**src/rtl/digit_pkg.sv**
```systemverilog
// Shared types and constants for the digit stream encoder.
package digit_pkg;

    typedef enum logic [1:0] {
        StIdle,
        StAccum,
        StDone
    } state_e;

    localparam int unsigned MAG_MAX      = 31;
    localparam int unsigned BCD_MAX      = 9;
    localparam int unsigned DIGIT_CODE_W = 5;
    localparam int unsigned POS_FLAG_BIT = 4;

endpackage

```
**src/rtl/digit_mac.sv**
```systemverilog
// Combinational decimal multiply-accumulate: acc*10 + digit, saturating at the magnitude limit.
module digit_mac
    import digit_pkg::*;
#(
    parameter int unsigned W = 6
) (
    input  logic [W-2:0] acc_i,
    input  logic [3:0]   digit_i,
    output logic [W-2:0] result_o,
    output logic         ovf_o,
    output logic         bad_digit_o
);

    // Wide enough that 10*max_mag + 15 cannot wrap.
    localparam int unsigned IW = W + 4;
    localparam logic [IW-1:0] MagMax = IW'((2 ** (W - 1)) - 1);

    logic [IW-1:0] sum;

    // Accumulate, then pick saturated, unchanged or raw result.
    always_comb begin
        sum         = IW'(acc_i) * IW'(10) + IW'(digit_i);
        bad_digit_o = (digit_i > 4'(BCD_MAX));
        ovf_o       = !bad_digit_o && (sum > MagMax);
        if (bad_digit_o) begin
            result_o = acc_i;
        end else if (ovf_o) begin
            result_o = MagMax[W-2:0];
        end else begin
            result_o = sum[W-2:0];
        end
    end

endmodule

```
**src/rtl/digit_stream_encoder.sv**
```systemverilog
// Rebuilds a signed sign/one's-complement value from an MSD-first stream of digit codes.
module digit_stream_encoder
    import digit_pkg::*;
#(
    parameter int unsigned W          = 6,
    parameter int unsigned MAX_DIGITS = 3
) (
    input  logic                    clk,
    input  logic                    rst_n,
    input  logic                    in_valid,
    output logic                    in_ready,
    input  logic [DIGIT_CODE_W-1:0] in_digit,
    input  logic                    in_first,
    input  logic                    in_last,
    output logic                    out_valid,
    input  logic                    out_ready,
    output logic [W-1:0]            out_value,
    output logic                    out_err
);

    // Counter must be able to hold MAX_DIGITS+1 without wrapping.
    localparam int unsigned CntW = $clog2(MAX_DIGITS + 2);

    state_e          state_q, state_d;
    logic [W-2:0]    acc_q, acc_d;
    logic [CntW-1:0] cnt_q, cnt_d;
    logic            sign_q, sign_d;
    logic            err_q, err_d;
    logic [W-1:0]    out_value_q, out_value_d;
    logic            out_err_q, out_err_d;

    logic            accept;
    logic            take;
    logic [W-2:0]    mac_acc;
    logic [W-2:0]    mac_result;
    logic            mac_ovf;
    logic            mac_bad;

    digit_mac #(
        .W (W)
    ) u_mac (
        .acc_i       (mac_acc),
        .digit_i     (in_digit[3:0]),
        .result_o    (mac_result),
        .ovf_o       (mac_ovf),
        .bad_digit_o (mac_bad)
    );

    // Next-state, accumulator update and output staging.
    always_comb begin
        state_d     = state_q;
        acc_d       = acc_q;
        cnt_d       = cnt_q;
        sign_d      = sign_q;
        err_d       = err_q;
        out_value_d = out_value_q;
        out_err_d   = out_err_q;
        take        = 1'b0;

        in_ready  = (state_q != StDone);
        out_valid = (state_q == StDone);
        accept    = in_valid && in_ready;
        // A first beat starts from zero so the MAC yields the digit itself.
        mac_acc   = in_first ? '0 : acc_q;

        unique case (state_q)
            StIdle, StAccum: begin
                if (accept) begin
                    if (in_first) begin
                        take   = 1'b1;
                        sign_d = ~in_digit[POS_FLAG_BIT];
                        cnt_d  = CntW'(1);
                        acc_d  = mac_result;
                        err_d  = mac_bad || mac_ovf;
                    end else if (state_q == StAccum) begin
                        take = 1'b1;
                        if (cnt_q != CntW'(MAX_DIGITS + 1)) begin
                            cnt_d = cnt_q + CntW'(1);
                        end
                        if (cnt_q >= CntW'(MAX_DIGITS)) begin
                            err_d = 1'b1;
                        end else begin
                            acc_d = mac_result;
                            if (mac_bad || mac_ovf) begin
                                err_d = 1'b1;
                            end
                        end
                    end
                    // Non-first beats in idle are dropped silently.
                    if (take) begin
                        if (in_last) begin
                            state_d     = StDone;
                            out_value_d = {sign_d, sign_d ? ~acc_d : acc_d};
                            out_err_d   = err_d;
                        end else begin
                            state_d = StAccum;
                        end
                    end
                end
            end
            StDone: begin
                if (out_ready) begin
                    state_d = StIdle;
                end
            end
            default: state_d = StIdle;
        endcase
    end

    // State and datapath registers.
    always_ff @(posedge clk or negedge rst_n) begin
        if (!rst_n) begin
            state_q     <= StIdle;
            acc_q       <= '0;
            cnt_q       <= '0;
            sign_q      <= 1'b0;
            err_q       <= 1'b0;
            out_value_q <= '0;
            out_err_q   <= 1'b0;
        end else begin
            state_q     <= state_d;
            acc_q       <= acc_d;
            cnt_q       <= cnt_d;
            sign_q      <= sign_d;
            err_q       <= err_d;
            out_value_q <= out_value_d;
            out_err_q   <= out_err_d;
        end
    end

    assign out_value = out_value_q;
    assign out_err   = out_err_q;

endmodule

```
**config.mk**
```make
export PLATFORM = sky130hd
export DESIGN_NAME = digit_stream_encoder
export DESIGN_NICKNAME = d
export VERILOG_FILES = /design/src/rtl/digit_pkg.sv /design/src/rtl/digit_mac.sv /design/src/rtl/digit_stream_encoder.sv
export SDC_FILE = /design/constraint.sdc
export NUM_CORES = 1
export LEC_CHECK = 0
export CORE_MARGIN = 5
export CORE_UTILIZATION = 60
export CTS_BUF_LIST = sky130_fd_sc_hd__clkbuf_4 sky130_fd_sc_hd__clkbuf_8
export DETAILED_ROUTE_END_ITERATION = 6
export DONT_BUFFER_PORTS = 1
export GPL_ROUTABILITY_DRIVEN = 1
export PLACE_DENSITY = 0.81
export SLEW_MARGIN = 20
export SYNTH_ARGS = -nofsm -noshare
export SYNTH_HDL_FRONTEND = slang
export SYNTH_SLANG_ARGS = --single-unit
```
**constraint.sdc**
```tcl
create_clock -name clk -period 7.2 [get_ports clk]
set_clock_uncertainty 0.2 [all_clocks]
set_input_delay 2.16 -clock clk [delete_from_list [all_inputs] [get_ports clk]]
set_output_delay 2.16 -clock clk [all_outputs]
set_load 0.01 [all_outputs]
```
==> flow_summary_export.csv <==
group,metric,value,unit
worst_hold_path,holdCritPathClass,"flip-flop to flip-flop",
clock_network,ctsLongestPathBuffers,2,
synth,ys_ff_latch,19,
worst_setup_path,arrival,4780,ps
timing,hold_ws,287,ps
clock_network,htree_levels,1,
route,wl_per_cell,17.0,um
synth,synth_cells,169,
synth,synth_area_per_cell,8.74,um2
placed_design,io_buffers,0,
placed_design,hpwlAfterDp,2570,um
cells_and_area,num_antenna_cells,0,
route,vias_per_cell,6.41,
cells_and_area,num-nets-final,191,
timing,fin_setup_tns,0,ps
global_route,grt_max_degree,20,
cells_and_area,fin_cells,196,
clock_network,cts_buffers,3,
power_and_ir_drop,p_per_area,316,nW/um2
placed_design,dp_cells,192,
synth,async_flop_share,100,%
floorplan,die_w,59.6,um
cells_and_area,final_cell_mix,"dfrtp_1 (19), nand2_1 (16), inv_1 (15), ha_1 (11)",
status,outcome,"finished, final reports clean",
cells_and_area,final_util,62.6,%
clock_network,cts_root_buffer,"clkbuf_4",
clock_network,holdBufCountCts,0,
clock_network,clkSlewWorstSetupHoldPaths,120,ps
timing,hold_viol,0,
worst_setup_path,slowest_stage,"nor4_4",
cells_and_area,final_common_cell,"dfrtp_1",
synth,synth_edf_count,0,
floorplan,die_h,59.6,um
global_route,grt_pass1_wl,5500,um
timing,layout_min_cycle_time,4780,ps
worst_setup_path,worstSetupPathType,"input pin to flip-flop",
floorplan,io_pins,20,
floorplan,rows,18,
route,post-route-drc-count,0,
clock_network,clock_sinks,19,
route,ant_nets,0,
global_route,grt-ovfl-total,0,
clock_network,cts_tree,"built",
synth,ys.flop_type,"dfrtp_1",
timing,tightest_slew,669,ps
timing,setup_viol_count_final,0,
clock_network,post-cts-setup-buffers,0,
timing,min_period_over_period,66.4,%
global_route,antenna_found_initial,0,
timing,rsz0062_at_grt,"false",
floorplan,dieArea,3560,um2
worst_setup_path,crit_path_cell_trace,"nor2b_1 > ha_1 > fa_1 > xor2_1 > a211oi_1 > o211ai_1 > nor4_4 > and3_1 > nor3_1",
route,num_vias,1256,
power_and_ir_drop,finalPower,476,uW
placed_design,place_congestion,0.857,
synth,synth_cell_types,48,
timing,max_freq,0.209,GHz
worst_setup_path,cp_max_fo,15,
power_and_ir_drop,power_leakage,0.000713,uW
timing,slew_violations,0,
power_and_ir_drop,ir_drop,0.220,mV
worst_setup_path,setup.worst_path.end_class,"flip-flop",
synth,synth_seq_area_share,32.2,%
worst_setup_path,cp-start-kind,"input pin",
synth,yosysWarnings,0,
route,routed_wl,3330,um
floorplan,core,2410,um2
timing,relSlewSlack,55.1,%
flow_run,maxCapViolCount,0,
route,dr.pass1.iters,4,
global_route,track_usage,20.3,%
worst_setup_path,worstPathRequired,7200,ps
clock_network,clkLatencyLatePin,310,ps
clock_network,cts_resized,0,
worst_setup_path,slowest_delay,540,ps
synth,syn_nets,193,
global_route,grt_pass1_vias,1222,
cells_and_area,post_route_cells_drive_above_1_share,8.43,%
route,drt_iter0_drc,79,
cells_and_area,syn_to_final_growth,2.03,%
floorplan,initial_utilization,61.3,%
synth,synth_area,1480,um2
-- path summary, 6_finish.rpt --
path                                 start  slack, ps          to  depth (start not counted)
min in group asynchronous            rst_n       1320     out_err                          0
worst min-delay path            state_q[1]        290  state_q[0]                          1
worst max register to register    acc_q[4]       3880    acc_q[1]                          9
worst min register to register  state_q[1]        290  state_q[0]                          1
worst max-delay path              in_first       2420    acc_q[1]                          9
max in group asynchronous            rst_n       5400    acc_q[2]                          0
-- area by class of cell --
type	instances	area, um2
Inverter	17	63.8
Tap cell	30	37.5
Sequential cell	19	475
Multi-Input combinational cell	126	903
Fill cell	211	902
Clock inverter	1	5.00
Clock buffer	3	22.5
-- metrics by stage --
step	setup WS, ps	cell area [um2]
after floorplan	2590	1480
after detailed placement	2120	1480
after CTS	2450	1510
after global routing	2300	1510
after global placement	2230	1480
final	2420	1510
-- where the power goes --
| part | switching (uW) | leakage (uW) | total, uW | internal (uW) |
|---|---|---|---|---|
| clock network | 36.8 | 0.0000177 | 57.5 | 20.7 |
| registers | 44.6 | 0.000228 | 192 | 147 |
| logic | 135 | 0.000467 | 227 | 92.5 |
| total | 216 | 0.000713 | 476 | 260 |
-- kinds of logic after synthesis --
kind of cell | count (synthesis) | share of synthesized area, %
compound gates | 51 | 23.5
xor+xnor | 6 | 4.06
fa+ha+maj | 13 | 12.0
buf+inv | 24 | 6.69
flops | 19 | 32.2
mux | 2 | 1.69
simple gates | 54 | 19.8
-- synth_stat cells, types with 3 or more instances --
library cell  number  area [um2]
a211o_1            4        35.0
a21oi_1            8        40.0
a22oi_1            4        30.0
a31o_1             3        26.3
a31oi_1            3        18.8
clkbuf_1           5        18.8
dfrtp_1           19         475
ha_1              11         138
inv_1             15        56.3
nand2_1           16        60.1
nand3_1           10        50.1
nand4_1            4        25.0
nor2_1             4        15.0
nor2b_1            5        31.3
o21a_1             3        22.5
o21ai_0           10        50.1
xor2_1             4        35.0
-- critical path: cells and delay by family --
kind	cells	cell delay [ps]
adder cells (fa/ha/maj)	2	830
AND/OR/NAND/NOR	4	1210
XOR/XNOR	1	180
AO/OA/AOI/OAI	2	400
-- registers in the layout, summed over array words and instances (netlist names) --
name       cells
out_value      6
state_q        2
acc_q          5
err_q          1
sign_q         1
out_err        1
cnt_q          3
-- metal layers --
metal / GRT usage [%] / part of all wire, %
met2: 33.5 / 47
met1: 26.6 / 41
met3: 4.14 / 9.0
met5: 0 / 0
met4: 6.33 / 2.1
Note: power is estimated with default switching activity, not from simulation.
